--- src/rtl/tx_status_arbiter.sv ---
// Round-robin arbiter and write sequencer for the tx status FIFO, with interrupt generation.
// Optional coalescing of tx_status_irq is enabled by defining TX_STATUS_IRQ_COALESCE_EN.
module tx_status_arbiter (
    input  logic        clk,
    input  logic        rstn,
    input  logic [3:0]  req,
    input  logic [19:0] req_status,
    input  logic [39:0] req_sn,
    input  logic [7:0]  req_prio,
    output logic [3:0]  ack,
    input  logic        fifo_full,
    output logic        fifo_wren,
    output logic [18:0] fifo_di,
    input  logic [5:0]  irq_cnt_thresh,
    input  logic [15:0] irq_timeout,
    output logic        tx_status_irq,
    output logic [15:0] stall_cnt
);

    typedef enum logic [0:0] {
        ST_IDLE  = 1'b0,
        ST_GRANT = 1'b1
    } state_t;

    state_t      r_state;
    state_t      w_state_nxt;
    logic        w_grant_go;
    logic [1:0]  r_rr_ptr;
    logic [1:0]  w_winner;
    logic [4:0]  w_win_status;
    logic [9:0]  w_win_sn;
    logic [1:0]  w_win_prio;
    logic [3:0]  r_ack;
    logic        r_wren;
    logic [18:0] r_di;
    logic        r_irq;
    logic [15:0] r_stall_cnt;

    // First requester at or after ptr, walking upward modulo 4.
    function automatic logic [1:0] f_rr_pick(input logic [3:0] req_v, input logic [1:0] ptr);
        logic [1:0] idx;
        f_rr_pick = ptr;
        for (int k = 3; k >= 0; k--) begin
            idx       = ptr + 2'(k);
            f_rr_pick = req_v[idx] ? idx : f_rr_pick;
        end
    endfunction

    assign w_winner = f_rr_pick(req, r_rr_ptr);

    always_comb begin
        w_win_status = 5'd0;
        w_win_sn     = 10'd0;
        w_win_prio   = 2'd0;
        case (w_winner)
            2'd0: begin
                w_win_status = req_status[4:0];
                w_win_sn     = req_sn[9:0];
                w_win_prio   = req_prio[1:0];
            end
            2'd1: begin
                w_win_status = req_status[9:5];
                w_win_sn     = req_sn[19:10];
                w_win_prio   = req_prio[3:2];
            end
            2'd2: begin
                w_win_status = req_status[14:10];
                w_win_sn     = req_sn[29:20];
                w_win_prio   = req_prio[5:4];
            end
            2'd3: begin
                w_win_status = req_status[19:15];
                w_win_sn     = req_sn[39:30];
                w_win_prio   = req_prio[7:6];
            end
            default: begin
                w_win_status = 5'd0;
                w_win_sn     = 10'd0;
                w_win_prio   = 2'd0;
            end
        endcase
    end

    // fifo_full only matters in IDLE; a GRANT always completes in one cycle.
    always_comb begin
        w_state_nxt = r_state;
        w_grant_go  = 1'b0;
        case (r_state)
            ST_IDLE: begin
                if ((|req) && !fifo_full) begin
                    w_state_nxt = ST_GRANT;
                    w_grant_go  = 1'b1;
                end else begin
                    w_state_nxt = ST_IDLE;
                end
            end
            ST_GRANT: begin
                w_state_nxt = ST_IDLE;
            end
            default: begin
                w_state_nxt = ST_IDLE;
            end
        endcase
    end

    always_ff @(posedge clk) begin
        if (!rstn) begin
            r_state <= ST_IDLE;
        end else begin
            r_state <= w_state_nxt;
        end
    end

    // Grant outputs are loaded on the IDLE->GRANT edge so they are high exactly in GRANT.
    always_ff @(posedge clk) begin
        if (!rstn) begin
            r_ack    <= 4'b0000;
            r_wren   <= 1'b0;
            r_di     <= 19'd0;
            r_rr_ptr <= 2'd0;
        end else begin
            r_ack  <= w_grant_go ? (4'b0001 << w_winner) : 4'b0000;
            r_wren <= w_grant_go;
            if (w_grant_go) begin
                r_di     <= {w_win_prio, w_winner, w_win_sn, w_win_status};
                r_rr_ptr <= w_winner + 2'd1;
            end else begin
                r_di     <= r_di;
                r_rr_ptr <= r_rr_ptr;
            end
        end
    end

    always_ff @(posedge clk) begin
        if (!rstn) begin
            r_stall_cnt <= 16'd0;
        end else if ((|req) && fifo_full && (r_stall_cnt != 16'hFFFF)) begin
            r_stall_cnt <= r_stall_cnt + 16'd1;
        end else begin
            r_stall_cnt <= r_stall_cnt;
        end
    end

`ifdef TX_STATUS_IRQ_COALESCE_EN
    logic [6:0]  r_unrep_cnt;
    logic [15:0] r_age_cnt;
    logic [5:0]  w_thresh_eff;
    logic [6:0]  w_cnt_sum;
    logic        w_pending;
    logic        w_fire_cnt;
    logic        w_fire_to;
    logic        w_carry;

    // age_cnt counts cycles since the oldest unreported write, so the timeout
    // compare against irq_timeout-1 lands the registered pulse irq_timeout cycles later.
    always_comb begin
        w_thresh_eff = (irq_cnt_thresh == 6'd0) ? 6'd1 : irq_cnt_thresh;
        w_cnt_sum    = r_unrep_cnt + {6'd0, r_wren};
        w_pending    = (r_unrep_cnt != 7'd0) || r_wren;
        w_fire_cnt   = (w_cnt_sum >= {1'b0, w_thresh_eff});
        w_fire_to    = (irq_timeout != 16'd0) && w_pending && (r_age_cnt == (irq_timeout - 16'd1));
        w_carry      = r_wren && (r_unrep_cnt != 7'd0);
    end

    // A write landing on a timeout fired by older writes opens the next interval.
    always_ff @(posedge clk) begin
        if (!rstn) begin
            r_unrep_cnt <= 7'd0;
            r_age_cnt   <= 16'd0;
            r_irq       <= 1'b0;
        end else begin
            r_irq <= w_fire_cnt || w_fire_to;
            if (w_fire_cnt) begin
                r_unrep_cnt <= 7'd0;
                r_age_cnt   <= 16'd0;
            end else if (w_fire_to) begin
                r_unrep_cnt <= w_carry ? 7'd1 : 7'd0;
                r_age_cnt   <= w_carry ? 16'd1 : 16'd0;
            end else begin
                r_unrep_cnt <= w_cnt_sum;
                r_age_cnt   <= w_pending ? (r_age_cnt + 16'd1) : 16'd0;
            end
        end
    end
`else
    logic w_unused_cfg;

    assign w_unused_cfg = ^{irq_cnt_thresh, irq_timeout};

    always_ff @(posedge clk) begin
        if (!rstn) begin
            r_irq <= 1'b0;
        end else begin
            r_irq <= r_wren;
        end
    end
`endif

    assign ack           = r_ack;
    assign fifo_wren     = r_wren;
    assign fifo_di       = r_di;
    assign tx_status_irq = r_irq;
    assign stall_cnt     = r_stall_cnt;

endmodule

--- config.mk ---
export PLATFORM = sky130hd
export DESIGN_NAME = tx_status_arbiter
export DESIGN_NICKNAME = d
export VERILOG_FILES = /design/src/rtl/tx_status_arbiter.sv
export SDC_FILE = /design/constraint.sdc
export NUM_CORES = 1
export LEC_CHECK = 0
export BUFFER_PORTS_ARGS = -buffer_cell sky130_fd_sc_hd__clkbuf_2
export CAP_MARGIN = 20
export CORE_MARGIN = 2
export CORE_UTILIZATION = 40
export DETAILED_ROUTE_END_ITERATION = 10
export PLACE_DENSITY = 0.85
export RECOVER_POWER = 50
export SLEW_MARGIN = 20
export SYNTH_ARGS = -nofsm -noshare
export SYNTH_HDL_FRONTEND = slang
export SYNTH_SLANG_ARGS = --single-unit
--- constraint.sdc ---
create_clock -name clk -period 3.2 [get_ports clk]
set_clock_uncertainty 0.1 [all_clocks]
set_input_delay 0.48 -clock clk [delete_from_list [all_inputs] [get_ports clk]]
set_output_delay 0.48 -clock clk [all_outputs]
set_load 0.1 [all_outputs]
==> results of run 1 <==
==> layout by cell type (no fill, tap or decap), types with 8 or more instances in the layout <==
| cell type | n |
|---|---|
| a222oi_1 | 17 |
| o22ai_1 | 18 |
| a21oi_1 | 30 |
| o21ai_0 | 12 |
| or3_1 | 9 |
| nand2_1 | 27 |
| clkbuf_2 | 76 |
| nand4_1 | 8 |
| inv_1 | 9 |
| clkbuf_1 | 39 |
| nor2_1 | 24 |
| dfxtp_1 | 43 |
==> metal layers <==
layer  up-vias  track usage  share of wire
li1       1250            -              -
met1      1181        0.240           0.43
met2       103        0.361           0.50
met3        11       0.0402          0.062
met4         0       0.0702          0.013
met5         -            0              0
==> power by group through the flow <==
stage          clock network [uW]  registers (uW)  logic, uW
2_1_floorplan                   0             803        181
3_3_place_gp                    0             597        498
3_5_place_dp                    0             598        504
4_1_cts                       433             587        505
5_1_grt                       458             591        535
6_report                      423             587        497
==> registers in the layout, indices dropped and copies added (netlist names) <==
name / flops
fifo_di: 19
stall_cnt: 16
tx_status_irq: 1
r_rr_ptr: 2
ack: 4
r_state: 1
==> worst paths after layout <==
| kind | start | end | slack [ns] | cells after the start |
|---|---|---|---|---|
| setup / recovery | req[0] | fifo_di[10] | 0.49 | 10 |
| hold / removal | fifo_di[18] | fifo_di[18] | 0.37 | 2 |
| setup reg to reg | r_rr_ptr[0] | fifo_di[10] | 0.52 | 9 |
| hold reg to reg | fifo_di[18] | fifo_di[18] | 0.37 | 2 |
==> worst register-to-register path, stage by stage (launching register included) <==
cell and delay, ns:
dfxtp_1 0.35, nor2b_1 0.16, a21oi_1 0.06, o211ai_1 0.44
inv_1 0.23, ha_1 0.44, a222oi_1 0.44, nor2_1 0.08
a21oi_1 0.15, o22ai_1 0.09
==> stage by stage <==
step	instance area, sq um	setup slack (ns)	hold WS [ns]
after global placement	2810	0.274	0.354
after detailed placement	2810	0.211	0.360
after global routing	2870	0.219	0.387
final	2870	0.493	0.375
after CTS	2920	0.509	0.372
after floorplan	2200	0.654	0.420
==> cells by family (layout without fill, tap and decap cells) <==
family                     after synthesis  after routing  synth area share
muxes                                    4              4            0.0182
and+or+nand+nor                         96             96             0.216
adders and majority gates                5              5            0.0284
AOI/OAI and AO/OA                       95             95             0.295
buffers and inverters                   30            135            0.0528
DFF                                     43             43             0.390
==> layout make-up <==
class / count / area share
multi-input combinational: 200 / 0.427
tap: 72 / 0.0313
timing repair buffer: 118 / 0.191
inverter: 9 / 0.0118
clock inverter: 3 / 0.0152
clock buffer: 5 / 0.0239
sequential: 43 / 0.300
==> results_dict.tcl, run 1 <==
set metrics [dict create \
    status "completed" \
    timing.critical_path.cells "clkbuf_2, nor2b_1, a21oi_1, o211ai_1, inv_1, ha_1, a222oi_1, nor2_1, a21oi_1, o22ai_1" \
    cts-resized-gates 0 \
    nets 479 \
    final-hold-violation-count 0 \
    synth_most_common_cell "dfxtp_1" \
    rsz0062_at_grt "no" \
    place_inst 442 \
    critPathKind "primary input to flop" \
    clock_path_buffers 2 \
    synth_cell_types 39 \
    syn_inst 273 \
    cp-start-kind "primary input" \
    ys_seq_elements 43 \
    seq_area_sq_um 861 \
    cpMostUsedCell "a21oi_1" \
    ys_async_sr_fraction 0 \
    p_total_uw 1510 \
    overflow 0 \
    nFillCells 551 \
    drc 0 \
    cp_top_family "compound AO/OA/AOI/OAI gates" \
    fin_cells 450 \
    grt_max_degree 35 \
    cp_num_buf_inv 2 \
    critPathArrivalTime_ns 2.75 \
    crit_required_ns 3.24 \
    wl_um 6140 \
    p_clk_frac 0.281 \
    crit_slowest_cell "o211ai_1" \
    cp_max_fo 17 \
    p_leak_uw 0.00114 \
    cts_root_buf "clkbuf_8" \
    tritoncts "yes" \
    power_per_cell_area_nw_per_um2 524 \
    place.gp.congestion 0.863 \
    grt_pass1_wl_um 10200 \
    cts.clk_slew.worst_paths_ns 0.08 \
    synthesis.nets 375 \
    portBuffers 115 \
    period_share 0.846 \
    p_seq_frac 0.389 \
    relSlewSlack 0.0840 \
    h-tree-depth 2 \
    pin_count 138 \
    end_kind "flop" \
    p_sw_frac 0.386 \
    fmax_mhz 369 \
    diodes 0 \
    vias_per_cell 5.66 \
    combPwrFrac 0.330 \
    antenna_found_initial 0 \
    synth_warnings 0 \
    gr-usage-all-layers 0.202 \
    min_path_type "flop to flop" \
    drt-wirelength-per-cell_um 13.6 \
    dp.final_hpwl_um 4560 \
    grt_pass1_vias 2386 \
    row_count 27 \
    ir_drop_uv 335 \
    yosys.area.top_type "dfxtp_1" \
    synth_edf_count 0 \
    drv_cap 0 \
    die_area_sq_um 6120 \
    die_w_um 78.2 \
    p_sw_uw 582 \
    period_minus_slack_ns 2.71 \
    hold_buffers 0 \
    setup_violations 0 \
    numCtsBuffers 5 \
    drt_first_iter_violations 196 \
    fp.dieH_um 78.2 \
    postSynthAreaPerCell_sq_um 8.08 \
    slew_violations 0 \
    tns_ns 0 \
    cp_slowest_stage_delay_ns 0.44 \
    synth_flop_cell "dfxtp_1" \
    coreArea_sq_um 5410 \
    antenna_left 0 \
    start_util 0.408 \
    synth_common_cells "dfxtp_1 (43), a21oi_1 (30), nand2_1 (27)" \
    multi_input_area_sq_um 1230 \
    synth_top_area_share 0.390 \
    dr.pass1.iters 7 \
    area_growth_pct 30.4 \
    worst_slew_pin_slew_ns 1.37 \
    synth_area_leaders "dfxtp_1 (39%), a222oi_1 (7.7%), a21oi_1 (6.8%), o22ai_1 (5.1%), nand2_1 (4.6%)" \
    post_cts_buffers 0 \
    clk_latency_ns 0.29 \
    route.vias.total 2545 \
    p_int_uw 925 \
    final_core_util 0.532 \
    netlist_area_sq_um 2200 \
    cts.sinks 43 \
    drive_gt1_frac 0.241 \
    yosysSeqAreaShare 0.390 \
]
(Power assumes the default switching activity.)
==> run 2: changes to the inputs <==
Settings changed: ABC_AREA set to 1.
Clock period 3.2 ns to 2.2 ns, I/O delays scaled along.
==> run 2 against run 1 <==
Flip-flop and latch count is the same; worst setup slack lost 0.40 ns; sequential power grew 51%; sequential share of layout area shrank 4.6 points; utilization grew 4.0 points.
==> results_dict.tcl, run 2 <==
set metrics [dict create \
    tritoncts "yes" \
    cts_root_buf "clkbuf_8" \
    clk_latency_ns 0.29 \
    synthesis.nets 485 \
    yosys.area.top_type "dfxtp_1" \
    overflow 0 \
    drt_first_iter_violations 178 \
    numCtsBuffers 5 \
    r2r-start "r_rr_ptr[0]" \
    crit_cells 16 \
    cp_top_family "simple AND/OR/NAND/NOR gates" \
    grt_max_degree 32 \
    pin_count 138 \
    crit_slowest_cell "dfxtp_2" \
    postSynthAreaPerCell_sq_um 6.47 \
    layout_commonest_cell "nand2_1" \
    end_kind "flop" \
    rrSetupSlack_ns 0.09 \
    place.gp.congestion 0.868 \
    critPathKind "flop to flop" \
    drv_cap 0 \
    fp.dieH_um 82.7 \
    dpl_cell_area_sq_um 3130 \
    synth_common_cells "nand2_1 (132), dfxtp_1 (43), a21oi_1 (42)" \
    synth_area_leaders "dfxtp_1 (35%), nand2_1 (20%), a21oi_1 (8.5%), nand3_1 (6.7%), o21ai_0 (4.6%)" \
    row_count 28 \
    finalInstanceArea_sq_um 3400 \
    antenna_left 0 \
    synth_most_common_cell "nand2_1" \
    grt_pass1_vias 2707 \
    r2r_cells 16 \
    drc 0 \
    cpMostUsedCell "nand2_1" \
    clock_path_buffers 2 \
    period_share 0.959 \
    cts.sinks 43 \
    coreArea_sq_um 5960 \
    nets 606 \
    dp.final_hpwl_um 5260 \
    ys_seq_elements 43 \
    critPathArrivalTime_ns 2.23 \
    worst_slew_pin_slew_ns 1.18 \
    synth_top_area_share 0.348 \
    cp_max_fo 10 \
    diodes 0 \
    setup_violations 0 \
    die_area_sq_um 6840 \
    final-hold-violation-count 0 \
    post-route-worst-setup-slack_ns 0.0912 \
    p_leak_uw 0.00162 \
    crit_required_ns 2.32 \
    h-tree-depth 2 \
    syn_inst 383 \
    power_per_cell_area_nw_per_um2 887 \
    period_minus_slack_ns 2.11 \
    min_path_type "primary input to flop" \
    cp_num_buf_inv 3 \
    cts.clk_slew.worst_paths_ns 0.09 \
    die_w_um 82.7 \
    synth_edf_count 0 \
    area_growth_pct 37.5 \
    hold_buffers 0 \
    antenna_found_initial 0 \
    synth_cell_types 28 \
    drt-wirelength-per-cell_um 12.8 \
    crit_path_end "fifo_di[8]" \
    timing.critical_path.cells "buf_12, o21ai_1, nand2_1, nand2_1, nand2_1, nand2_2, nand2_1, nand2_2, nand2_4, inv_4, ha_4, buf_6, nand2_1, nand3_1, nand2_1, a21oi_1" \
    cp-start-kind "flop" \
    final_core_util 0.572 \
    fmax_mhz 474 \
    gr-usage-all-layers 0.211 \
    grt_pass1_wl_um 11400 \
    r2r-end "fifo_di[8]" \
    final_cell_mix "nand2_1 (129), clkbuf_2 (95), a21oi_1 (40), dfxtp_1 (40), nand3_1 (30)" \
    drive_gt1_frac 0.319 \
    dr.pass1.iters 5 \
    largest_reg_flops 19 \
    ys_async_sr_fraction 0 \
    route.vias.total 2933 \
    preCtsSetupSlack_ns -0.112 \
    cp_slowest_stage_delay_ns 0.34 \
    netlist_area_sq_um 2480 \
    vias_per_cell 5.06 \
    cp-startpoint "r_rr_ptr[0]" \
    slew_violations 0 \
    status "completed" \
    synth_flop_cell "dfxtp_1" \
    start_util 0.416 \
    yosysSeqAreaShare 0.348 \
    wl_um 7440 \
    synth_warnings 0 \
    relSlewSlack 0.214 \
    ir_drop_uv 580 \
    portBuffers 115 \
]
## run 2: area by class of cell
| class | instances | area, sq um |
|---|---|---|
| Fill cell | 576 | 2550 |
| Tap cell | 75 | 93.8 |
| Clock buffer | 6 | 82.6 |
| Sequential cell | 43 | 865 |
| Clock inverter | 2 | 35.0 |
| Timing Repair Buffer | 132 | 711 |
| Multi-Input combinational cell | 292 | 1500 |
| Inverter | 30 | 123 |
## run 2: power by group
group	leakage (uW)	switching [uW]	internal, uW	total, uW
Sequential	0.000353	41.7	844	885
Clock	0.0000612	268	368	635
Combinational	0.00121	1040	455	1500
## run 2: layer usage
layer / track usage / vias up / wire (um)
li1: - / 1480 / -
met4: 0.0557 / 0 / 56
met1: 0.257 / 1330 / 3140
met5: 0 / - / 0
met3: 0.0370 / 6 / 486
met2: 0.381 / 117 / 3750
## run 2: per-stage QoR
stage               hold slack [ns]  instances  setup TNS [ns]  total power (uW)
floorplan                     0.389        383               0              1860
detailed placement            0.338        563           -1.37              2160
CTS                           0.215        571               0              2810
global placement              0.331        563         -0.0602              2140
global route                  0.234        580          -0.844              3210
finish                        0.227        580               0              3020
## run 2: worst min path at each step
stage,from,end,slack (ns),cells after the start
finish,req_status[3],fifo_di[3],0.23,3
CTS,req_status[3],fifo_di[3],0.22,3
global placement,r_state,tx_status_irq,0.33,2
detailed placement,r_state,tx_status_irq,0.34,2
global route,req_sn[3],fifo_di[8],0.23,3
floorplan,rstn,stall_cnt[5],0.39,1
## run 2: kinds of logic after synthesis
group                      Yosys count  share of synthesized area
buffers and inverters               48                     0.0829
xor gates and xnor gates             4                     0.0142
and+or+nand+nor                    212                      0.383
AOI/OAI and AO/OA                   71                      0.147
adders and majority gates            5                     0.0253
DFF                                 43                      0.348
## run 2: tightest hold or removal path, delay by kind of cell
family,cells,cell delay (ns)
AO/OA/AOI/OAI,2,0.17
buffers and inverters,1,0.08
## run 2: what timing repair did
action,4_1_cts,5_1_grt
pin swaps,0,3
buffers inserted,0,8
endpoints found under the setup margin,17,17
gates resized for setup,4,24
endpoints found under the hold margin,0,0
gates cloned,0,1
